### config.mk
export PLATFORM = sky130hd
export DESIGN_NAME = warmboot_ctrl
export DESIGN_NICKNAME = d
export VERILOG_FILES = /design/src/rtl/warmboot_pkg.sv /design/src/rtl/warmboot_debounce.sv /design/src/rtl/warmboot_ctrl.sv
export SDC_FILE = /design/constraint.sdc
export NUM_CORES = 1
export LEC_CHECK = 0
export CAP_MARGIN = 20
export CORE_MARGIN = 2
export CORE_UTILIZATION = 55
export CTS_CLUSTER_DIAMETER = 50
export CTS_CLUSTER_SIZE = 10
export DETAILED_ROUTE_END_ITERATION = 8
export GPL_TIMING_DRIVEN = 0
export PLACE_DENSITY = 0.84
export SLEW_MARGIN = 20
export SYNTH_ARGS = -nofsm -noshare
export SYNTH_HDL_FRONTEND = slang
export SYNTH_SLANG_ARGS = --single-unit
### constraint.sdc
create_clock -name wb_clk -period 3.4 [get_ports wb_clk]
set_input_delay 1.02 -clock wb_clk [delete_from_list [all_inputs] [get_ports wb_clk]]
set_output_delay 1.02 -clock wb_clk [all_outputs]
set_load 0.05 [all_outputs]
### src/rtl/warmboot_pkg.sv
// Shared types and constants for the WARMBOOT sequencer.
// Bus map, unlock keys, FSM and boot-source encodings.
package warmboot_pkg;

  typedef enum logic [1:0] {
    ST_IDLE,
    ST_SETUP,
    ST_PULSE,
    ST_WAIT
  } state_e;

  typedef enum logic [1:0] {
    SRC_NONE,
    SRC_SW,
    SRC_PIN,
    SRC_WDT
  } src_e;

  localparam logic [1:0] ADR_CTRL     = 2'd0;
  localparam logic [1:0] ADR_STATUS   = 2'd1;
  localparam logic [1:0] ADR_WDT_LOAD = 2'd2;
  localparam logic [1:0] ADR_WDT_KICK = 2'd3;

  localparam logic [7:0] CTRL_KEY = 8'hA5;
  localparam logic [7:0] KICK_KEY = 8'h5A;

endpackage

### src/rtl/warmboot_debounce.sv
// Boot pin synchroniser and debouncer.
// Emits a single-cycle fire per press; re-arms once the pin is seen low.
module warmboot_debounce
  import warmboot_pkg::*;
#(
  parameter int DEBOUNCE_CYCLES = 16
) (
  input  logic clk,
  input  logic rst,
  input  logic pin,
  output logic fire
);

  localparam int CW = $clog2(DEBOUNCE_CYCLES + 1);
  localparam logic [CW-1:0] LAST = CW'(DEBOUNCE_CYCLES - 1);

  logic s1, s2, armed;
  logic [CW-1:0] cnt;

  assign fire = s2 & armed & (cnt == LAST);

  always_ff @(posedge clk) begin
    if (rst) begin
      s1    <= 1'b0;
      s2    <= 1'b0;
      cnt   <= '0;
      armed <= 1'b1;
    end else begin
      s1 <= pin;
      s2 <= s1;
      if (!s2) begin
        cnt   <= '0;
        armed <= 1'b1;
      end else begin
        if (fire) armed <= 1'b0;
        if (cnt != LAST) cnt <= cnt + 1'b1;
      end
    end
  end

endmodule

### src/rtl/warmboot_ctrl.sv
// Wishbone WARMBOOT sequencer: arbitrates watchdog, pin and software
// boot requests and drives SLOT/BOOT with setup and pulse timing.
module warmboot_ctrl
  import warmboot_pkg::*;
#(
  parameter int         SETUP_CYCLES    = 4,
  parameter int         PULSE_CYCLES    = 8,
  parameter int         TIMEOUT_CYCLES  = 1024,
  parameter int         DEBOUNCE_CYCLES = 16,
  parameter int         WDT_W           = 24,
  parameter logic [3:0] PIN_SLOT        = 4'd1,
  parameter logic [3:0] FALLBACK_SLOT   = 4'd0
) (
  input  logic        wb_clk,
  input  logic        wb_rst,
  input  logic [1:0]  i_wb_adr,
  input  logic [31:0] i_wb_dat,
  input  logic        i_wb_we,
  input  logic        i_wb_cyc,
  output logic [31:0] o_wb_rdt,
  output logic        o_wb_ack,
  input  logic        i_boot_pin,
  output logic [3:0]  o_slot,
  output logic        o_boot,
  output logic        o_user_rst,
  output logic        o_busy
);

  localparam logic [31:0] SL = 32'(SETUP_CYCLES - 1);
  localparam logic [31:0] PL = 32'(PULSE_CYCLES - 1);
  localparam logic [31:0] TL = 32'(TIMEOUT_CYCLES - 1);

  state_e state_q, state_n;
  src_e   src_q, src_n;
  logic [31:0] cnt_q, cnt_n;
  logic boot_q, boot_n;
  logic busy_q, busy_n;
  logic urst_q, urst_n;
  logic [3:0] slot_q, slot_n;

  logic ack_q;
  logic [31:0] rdt_q, rdata;
  logic [3:0] sw_slot;
  logic tmo_q, tmo_set;
  logic pend_sw, pend_pin, pend_wdt;
  logic g_sw, g_pin, g_wdt;
  logic [WDT_W-1:0] wdt_load, wdt_cnt;
  logic wdt_en, wdt_fire, pin_fire;
  logic acc, wr, sw_set, load_wr, kick_ok, idle;

  assign acc     = i_wb_cyc & ~ack_q;
  assign wr      = acc & i_wb_we;
  assign sw_set  = wr & (i_wb_adr == ADR_CTRL)
                 & (i_wb_dat[31:24] == CTRL_KEY) & i_wb_dat[8];
  assign load_wr = wr & (i_wb_adr == ADR_WDT_LOAD);
  assign kick_ok = wr & (i_wb_adr == ADR_WDT_KICK)
                 & (i_wb_dat[7:0] == KICK_KEY);
  assign idle    = (state_q == ST_IDLE);

  // Bus writes to the watchdog take precedence over expiry.
  assign wdt_fire = wdt_en & idle & ~load_wr & ~kick_ok
                  & (wdt_cnt <= WDT_W'(1));

  assign o_wb_ack   = ack_q;
  assign o_wb_rdt   = rdt_q;
  assign o_slot     = slot_q;
  assign o_boot     = boot_q;
  assign o_user_rst = urst_q;
  assign o_busy     = busy_q;

  warmboot_debounce #(
    .DEBOUNCE_CYCLES(DEBOUNCE_CYCLES)
  ) u_deb (
    .clk  (wb_clk),
    .rst  (wb_rst),
    .pin  (i_boot_pin),
    .fire (pin_fire)
  );

  always_comb begin
    rdata = '0;
    unique case (i_wb_adr)
      ADR_CTRL:     rdata = {28'd0, sw_slot};
      ADR_STATUS:   rdata = {20'd0, slot_q, 2'd0, src_q,
                             2'd0, tmo_q, busy_q};
      ADR_WDT_LOAD: rdata = 32'(wdt_load);
      ADR_WDT_KICK: rdata = '0;
      default:      rdata = '0;
    endcase
  end

  always_comb begin
    state_n = state_q;
    cnt_n   = cnt_q + 32'd1;
    boot_n  = boot_q;
    busy_n  = busy_q;
    urst_n  = urst_q;
    slot_n  = slot_q;
    src_n   = src_q;
    g_sw    = 1'b0;
    g_pin   = 1'b0;
    g_wdt   = 1'b0;
    tmo_set = 1'b0;
    unique case (state_q)
      ST_IDLE: begin
        cnt_n  = '0;
        urst_n = 1'b0;
        if (pend_wdt | pend_pin | pend_sw) begin
          state_n = ST_SETUP;
          busy_n  = 1'b1;
          urst_n  = 1'b1;
          if (pend_wdt) begin
            g_wdt  = 1'b1;
            slot_n = FALLBACK_SLOT;
            src_n  = SRC_WDT;
          end else if (pend_pin) begin
            g_pin  = 1'b1;
            slot_n = PIN_SLOT;
            src_n  = SRC_PIN;
          end else begin
            g_sw   = 1'b1;
            slot_n = sw_slot;
            src_n  = SRC_SW;
          end
        end
      end
      ST_SETUP: begin
        if (cnt_q == SL) begin
          state_n = ST_PULSE;
          cnt_n   = '0;
          boot_n  = 1'b1;
        end
      end
      ST_PULSE: begin
        if (cnt_q == PL) begin
          state_n = ST_WAIT;
          cnt_n   = '0;
          boot_n  = 1'b0;
        end
      end
      ST_WAIT: begin
        if (cnt_q == TL) begin
          state_n = ST_IDLE;
          cnt_n   = '0;
          busy_n  = 1'b0;
          urst_n  = 1'b0;
          tmo_set = 1'b1;
        end
      end
      default: state_n = ST_IDLE;
    endcase
  end

  always_ff @(posedge wb_clk) begin
    if (wb_rst) begin
      state_q <= ST_IDLE;
      cnt_q   <= '0;
      boot_q  <= 1'b0;
      busy_q  <= 1'b0;
      urst_q  <= 1'b1;
      slot_q  <= '0;
      src_q   <= SRC_NONE;
    end else begin
      state_q <= state_n;
      cnt_q   <= cnt_n;
      boot_q  <= boot_n;
      busy_q  <= busy_n;
      urst_q  <= urst_n;
      slot_q  <= slot_n;
      src_q   <= src_n;
    end
  end

  always_ff @(posedge wb_clk) begin
    if (wb_rst) begin
      ack_q    <= 1'b0;
      rdt_q    <= '0;
      sw_slot  <= '0;
      tmo_q    <= 1'b0;
      wdt_load <= '0;
      wdt_cnt  <= '0;
      wdt_en   <= 1'b0;
      pend_sw  <= 1'b0;
      pend_pin <= 1'b0;
      pend_wdt <= 1'b0;
    end else begin
      ack_q <= acc;
      rdt_q <= (acc & ~i_wb_we) ? rdata : '0;
      if (wr && i_wb_adr == ADR_CTRL) sw_slot <= i_wb_dat[3:0];
      if (tmo_set) tmo_q <= 1'b1;
      else if (wr && i_wb_adr == ADR_STATUS && i_wb_dat[1])
        tmo_q <= 1'b0;
      if (load_wr) begin
        wdt_load <= i_wb_dat[WDT_W-1:0];
        wdt_cnt  <= i_wb_dat[WDT_W-1:0];
        wdt_en   <= |i_wb_dat[WDT_W-1:0];
      end else if (kick_ok || wdt_fire) begin
        wdt_cnt <= wdt_load;
      end else if (wdt_en && idle) begin
        wdt_cnt <= wdt_cnt - 1'b1;
      end
      // New requests win over the grant clear of the same cycle.
      pend_sw  <= (pend_sw & ~g_sw) | sw_set;
      pend_pin <= (pend_pin & ~g_pin) | pin_fire;
      pend_wdt <= (pend_wdt & ~g_wdt) | wdt_fire;
    end
  end

endmodule

==> results.toml, run 1 <==
[drt]
post_drt_via_cell_ratio = 5.92
postRouteAntennaNets = 0
drt_wl_total_um = 16900
initialDrtViolationCount = 444
post-route-drc-count = 0
dr_total_vias = 5682
post_drt_wl_per_cell_um = 17.7
dr.pass1.iters = 5

[power]
power_per_cell_area_nw_per_um2 = 544
leakage_nw = 2.86
ir_worst_vdd_v = 0.000600

[layout]
utilization_pct = 70.5
diodes = 0
final_cell_mix = "133 x dfxtp_1, 106 x nor2_1, 71 x nand2_1, 68 x clkdlybuf4s50_1, 36 x a21oi_1"
drive_gt1_share_pct = 8.06
multi_input_area_um2 = 3230
ff_latch_area_um2 = 2660
nets = 854
area_growth_pct = 24.9
layout_commonest_cell = "dfxtp_1"
layoutNonFillerInstCount = 959
fill_cells = 839

[clocking]
cts_made_buffers = 17
post-cts-setup-buffer-count = 0
tritoncts = "done"
ctsHoldBuffers = 0
clock_latency_ns = 0.54
post_cts_resized = 0
cts_max_level = 4
ctsRootBufferMaster = "clkbuf_8"
cts_buffer_depth = 2
cts.clk_slew.worst_paths_ns = 0.06
clock-sinks = 133

[logic_synthesis]
synth_top_cell_area_share_pct = 43.5
synth_warnings = 0
synth.top_cells.by_area = "dfxtp_1 44%, nor2_1 6.5%, nand2_1 4.4%"
synth_edf_count = 0
yosys_most_used_dff = "dfxtp_1"
ys_seq_elements = 133
netlist_area_um2 = 6120
yosysSeqAreaShare_pct = 43.5
yosysTopAreaCell = "dfxtp_1"
async_flop_share_pct = 0
synth.distinct_cells = 66
avgSynthCellArea_um2 = 8.59
syn_inst = 712

[grt]
grt_pass1_wl_um = 26700
grt_overflow = 0
grtUsageTotal_pct = 29.1
grt_pass1_vias = 5459
antenna_found_initial = 0
grt_start_max_net_pins = 17

[critical_path]
crit_path_max_fanout = 10
ff2ff_path_depth = 8
cp.required_ns = 3.84
cp-start-kind = "primary input"
cp-startpoint = "i_wb_dat[0]"
crit_type = "primary input to flip-flop"
cp-end-kind = "flip-flop"
regToRegStartpoint = "wdt_cnt[0]"
arrival_ns = 3.60
reg2reg_to = "wdt_cnt[22]"
r2r_slack_ns = 0.67

[timing]
hold_violations = 0
slew_headroom_pct = 47.2
worst_clock_skew_ns = 0.00810
timing.hold.ws_ns = 0.462
finalSetupViolCount = 0
finalMaxSlewViolations = 0
post-route-period-util_pct = 93.0
worstMarginPinSlew_ns = 0.785
rsz0062_at_grt = "no"
fmax_mhz = 316
fin_crit_ns = 3.16

[floorplan]
initial_core_util_pct = 56.4
dieHeight_um = 109
die_w_um = 109
dieArea_um2 = 12000
coreArea_um2 = 10800
ios = 79
std_cell_rows = 38

[place]
dp.cells = 927
dp_hpwl_um = 12000
numPortBuffers = 68
globalplace.congestion = 0.969

[run]
maxCapViolations = 0

[hold_path]
min_from = "u_deb.s1"
min_to = "u_deb.s2"
hp-class = "flip-flop to flip-flop"
hold-path-cell-count = 1

[run_status]
status = "completed"
worst max-delay path: stages:
cell and delay [ns]:
clkdlybuf4s50_1 0.47, or4_4 0.61, nor4_4 0.51, nor3_1 0.15, clkbuf_1 0.31, a21boi_1 0.25
o22ai_1 0.10, a21o_1 0.18
power by group:
part / internal (mW) / switching (mW) / total (mW)
Combinational: 0.224 / 0.298 / 0.522
Sequential: 1.59 / 0.0367 / 1.63
Clock: 1.27 / 0.731 / 2.01
worst max path at each step:
stage / to / depth (start not counted)
after floorplan: wdt_cnt[0] / 7
after detailed placement: wdt_cnt[8] / 8
after CTS: wdt_cnt[0] / 8
after global routing: wdt_cnt[3] / 8
after global placement: wdt_cnt[0] / 8
final: wdt_cnt[0] / 8
routing by layer:
| layer | wire [um] | track usage [%] | up-vias |
|---|---|---|---|
| met5 | 0 | 0 | - |
| met4 | 441 | 10.1 | 0 |
| met3 | 1430 | 9.31 | 47 |
| met2 | 8560 | 49.9 | 273 |
| met1 | 6510 | 34.3 | 2698 |
| li1 | - | - | 2664 |
flip-flops by register name, summed over array words and instances, names as in the netlist, 2 cells and up:
| signal | cells |
|---|---|
| cnt_q | 32 |
| o_slot | 4 |
| o_wb_rdt | 24 |
| src_q | 2 |
| state_q | 2 |
| sw_slot | 4 |
| u_deb.cnt | 5 |
| wdt_cnt | 24 |
| wdt_load | 24 |
kinds of logic after synthesis:
family / count (synthesis) / share of synthesized area (%)
muxes: 25 / 4.36
adders and majority gates: 9 / 1.84
buffers and inverters: 55 / 4.11
DFF: 133 / 43.5
other: 1 / 0.0613
and+or+nand+nor: 334 / 28.0
AOI/OAI and AO/OA: 113 / 12.0
xor gates and xnor gates: 42 / 6.01
layout make-up:
cell class	instances	area share [%]
Buffer	39	2.51
Clock buffer	18	5.47
Multi-Input combinational cell	531	42.3
Clock inverter	14	2.92
Tap cell	140	2.29
Sequential cell	133	34.9
Timing Repair Buffer	68	8.91
Inverter	16	0.786
synth_stat cells, drive strengths merged, types with 7 or more instances:
| cell type | count |
|---|---|
| a22oi | 9 |
| nand2b | 7 |
| mux2i | 21 |
| xnor2 | 19 |
| nand3 | 25 |
| a21boi | 8 |
| nor2b | 8 |
| a21o | 9 |
| and2 | 18 |
| nor2 | 107 |
| inv | 16 |
| and3 | 10 |
| a21oi | 36 |
| nor4 | 20 |
| or3 | 7 |
| ha | 9 |
| o21ai | 13 |
| o22ai | 7 |
| nand4 | 15 |
| dfxtp | 133 |
| clkbuf | 20 |
| nand2 | 72 |
| nor3 | 24 |
| buf | 19 |
| xor2 | 23 |
through the flow:
step | setup slack, ns | total power [mW] | TNS (ns) | area [um^2]
2_1_floorplan | 0.634 | 2.02 | 0 | 6140
3_3_place_gp | -0.165 | 2.15 | -1.25 | 7000
3_5_place_dp | -0.190 | 2.17 | -1.33 | 7000
4_1_cts | 0.305 | 4.15 | 0 | 7640
5_1_grt | 0.225 | 4.28 | 0 | 7640
6_report | 0.236 | 4.15 | 0 | 7640
Power figures use the tool's default switching activity.
==> run 2, diff against run 1 <==
--- a/config.mk
+++ b/config.mk
@@ -12,7 +12,8 @@
 export CTS_CLUSTER_SIZE = 10
 export DETAILED_ROUTE_END_ITERATION = 8
 export GPL_TIMING_DRIVEN = 0
-export PLACE_DENSITY = 0.84
+export MAX_ROUTING_LAYER = met4
+export PLACE_DENSITY_LB_ADDON = 0.15
 export SLEW_MARGIN = 20
 export SYNTH_ARGS = -nofsm -noshare
 export SYNTH_HDL_FRONTEND = slang
==> run 2 against run 1 <==
Net effect: register-to-register slack improved by 0.09 ns; maximum frequency grew 3.2%; die area unchanged; critical path depth is the same; count of clock-buffer cells in the layout rose by 1; worst setup slack gained 0.097 ns; sequential share of layout area grew 0.35 points; via count shrank 2.4%; cell count down 0.10%; first-iteration DRC count is 9.0% lower; critical endpoint is now wdt_cnt[4]; hold slack got worse by 0.015 ns.
==> results.toml, run 2 (synthesized netlist as in run 1, its figures left out) <==
[timing]
hold_violations = 0
finalMaxSlewViolations = 0
setup_slack_ns = 0.333
fin_crit_ns = 3.07
rsz0062_at_grt = "no"
finalSetupViolCount = 0
post-route-period-util_pct = 90.2
worstMarginPinSlew_ns = 0.802
tns_ns = 0
slew_headroom_pct = 46.1
worst_clock_skew_ns = 0.00664
fmax_mhz = 326

[critical_path]
crit_chain = "clkdlybuf4s50_1, or4_4, nor4_4, nor3_1, clkbuf_1, a21boi_1, o22ai_1, a21o_1"
arrival_ns = 3.49
crit_path_max_fanout = 10
cp-end-kind = "flip-flop"
crit_slowest_cell = "or4_4"
cp.required_ns = 3.82
crit_type = "primary input to flip-flop"
cp-start-kind = "primary input"
path_buf_inv = 2
crit_family = "simple AND/OR/NAND/NOR gates"
max_stage_delay_ns = 0.61

[grt]
antenna_found_initial = 0
grt_overflow = 0
grt_pass1_wl_um = 25800
grt_pass1_vias = 5258
grt_start_max_net_pins = 17
grtUsageTotal_pct = 29.0

[drt]
initialDrtViolationCount = 404
wl_met2_um = 8160
post-route-drc-count = 0
met3_length_um = 962
postRouteAntennaNets = 0
wl_met1_um = 6890
dr_total_vias = 5548
post_drt_via_cell_ratio = 5.79
dr.pass1.iters = 8
post_drt_wl_per_cell_um = 17.1
top_layer_used = "met4"
drt_wl_total_um = 16400

[clocking]
ctsRootBufferMaster = "clkbuf_8"
post_cts_resized = 0
cts_buffer_depth = 2
cts_max_level = 4
tritoncts = "done"
post-cts-setup-buffer-count = 0
cts.clk_slew.worst_paths_ns = 0.06
clock_latency_ns = 0.53
clock-sinks = 133
cts_made_buffers = 17
ctsHoldBuffers = 0

[place]
dp_slack_ns = -0.178
dp_hpwl_um = 12100
numPortBuffers = 68
globalplace.congestion = 0.928
dpl_cell_area_um2 = 7000

[floorplan]
dieHeight_um = 109
ios = 79
die_w_um = 109
std_cell_rows = 38
dieArea_um2 = 12000
initial_core_util_pct = 56.4
coreArea_um2 = 10800

[power]
total_power_mw = 3.89
leakage_nw = 2.83
power_per_cell_area_nw_per_um2 = 515
ir_worst_vdd_v = 0.000369

[layout]
layout_commonest_cell = "dfxtp_1"
largest_reg_flops = 32
drive_gt1_share_pct = 7.95
final_cell_area_um2 = 7560
multi_input_area_um2 = 3230
diodes = 0
ff_latch_area_um2 = 2660
final_cell_mix = "133 x dfxtp_1, 106 x nor2_1, 71 x nand2_1, 68 x clkdlybuf4s50_1, 36 x a21oi_1"
top_register = "cnt_q"
area_growth_pct = 23.6
nets = 854
fill_cells = 867

[run_status]
status = "completed"

[hold_path]
hp-class = "flip-flop to flip-flop"

[run]
maxCapViolations = 0
==> run 2: layout make-up <==
type / instances / area share [%]
multi-input combinational: 531 / 42.7
clock inverter: 12 / 1.75
clock buffer: 19 / 5.71
inverter: 16 / 0.794
timing repair buffer: 68 / 9.00
tap: 140 / 2.32
buffer: 39 / 2.53
sequential: 133 / 35.2
==> run 2: final timing paths <==
kind / start / end / slack, ns / cells past startpoint
worst min-delay path: u_deb.s1 / u_deb.s2 / 0.45 / 1
worst max-delay path: i_wb_dat[0] / wdt_cnt[4] / 0.33 / 8
worst max register to register: wdt_cnt[0] / wdt_cnt[22] / 0.76 / 8
worst min register to register: u_deb.s1 / u_deb.s2 / 0.45 / 1
==> run 2: worst reg2reg max path, delay by kind of cell, from the launching register on <==
family | cells | cell delay [ns]
flops | 1 | 0.38
simple gates | 5 | 1.59
buf+inv | 1 | 0.11
fa+ha+maj | 1 | 0.20
compound gates | 1 | 0.26
==> run 2: metal layers <==
| layer | up-vias | global-route usage (%) |
|---|---|---|
| li1 | 2668 | - |
| met1 | 2652 | 34.4 |
| met2 | 188 | 48.0 |
| met3 | 40 | 6.70 |
| met4 | 0 | 10.9 |
| met5 | - | - |
==> run 2: power breakdown <==
group | internal [mW] | switching (mW)
registers | 1.59 | 0.0342
logic | 0.224 | 0.302
clock network | 1.06 | 0.684
==> run 2: per-stage QoR <==
step	hold slack [ns]	cells	utilization [%]
6_report	0.447	958	69.8
4_1_cts	0.454	958	69.8
2_1_floorplan	0.414	719	-
5_1_grt	0.468	958	69.8
3_5_place_dp	0.437	927	64.6
3_3_place_gp	0.424	927	64.6
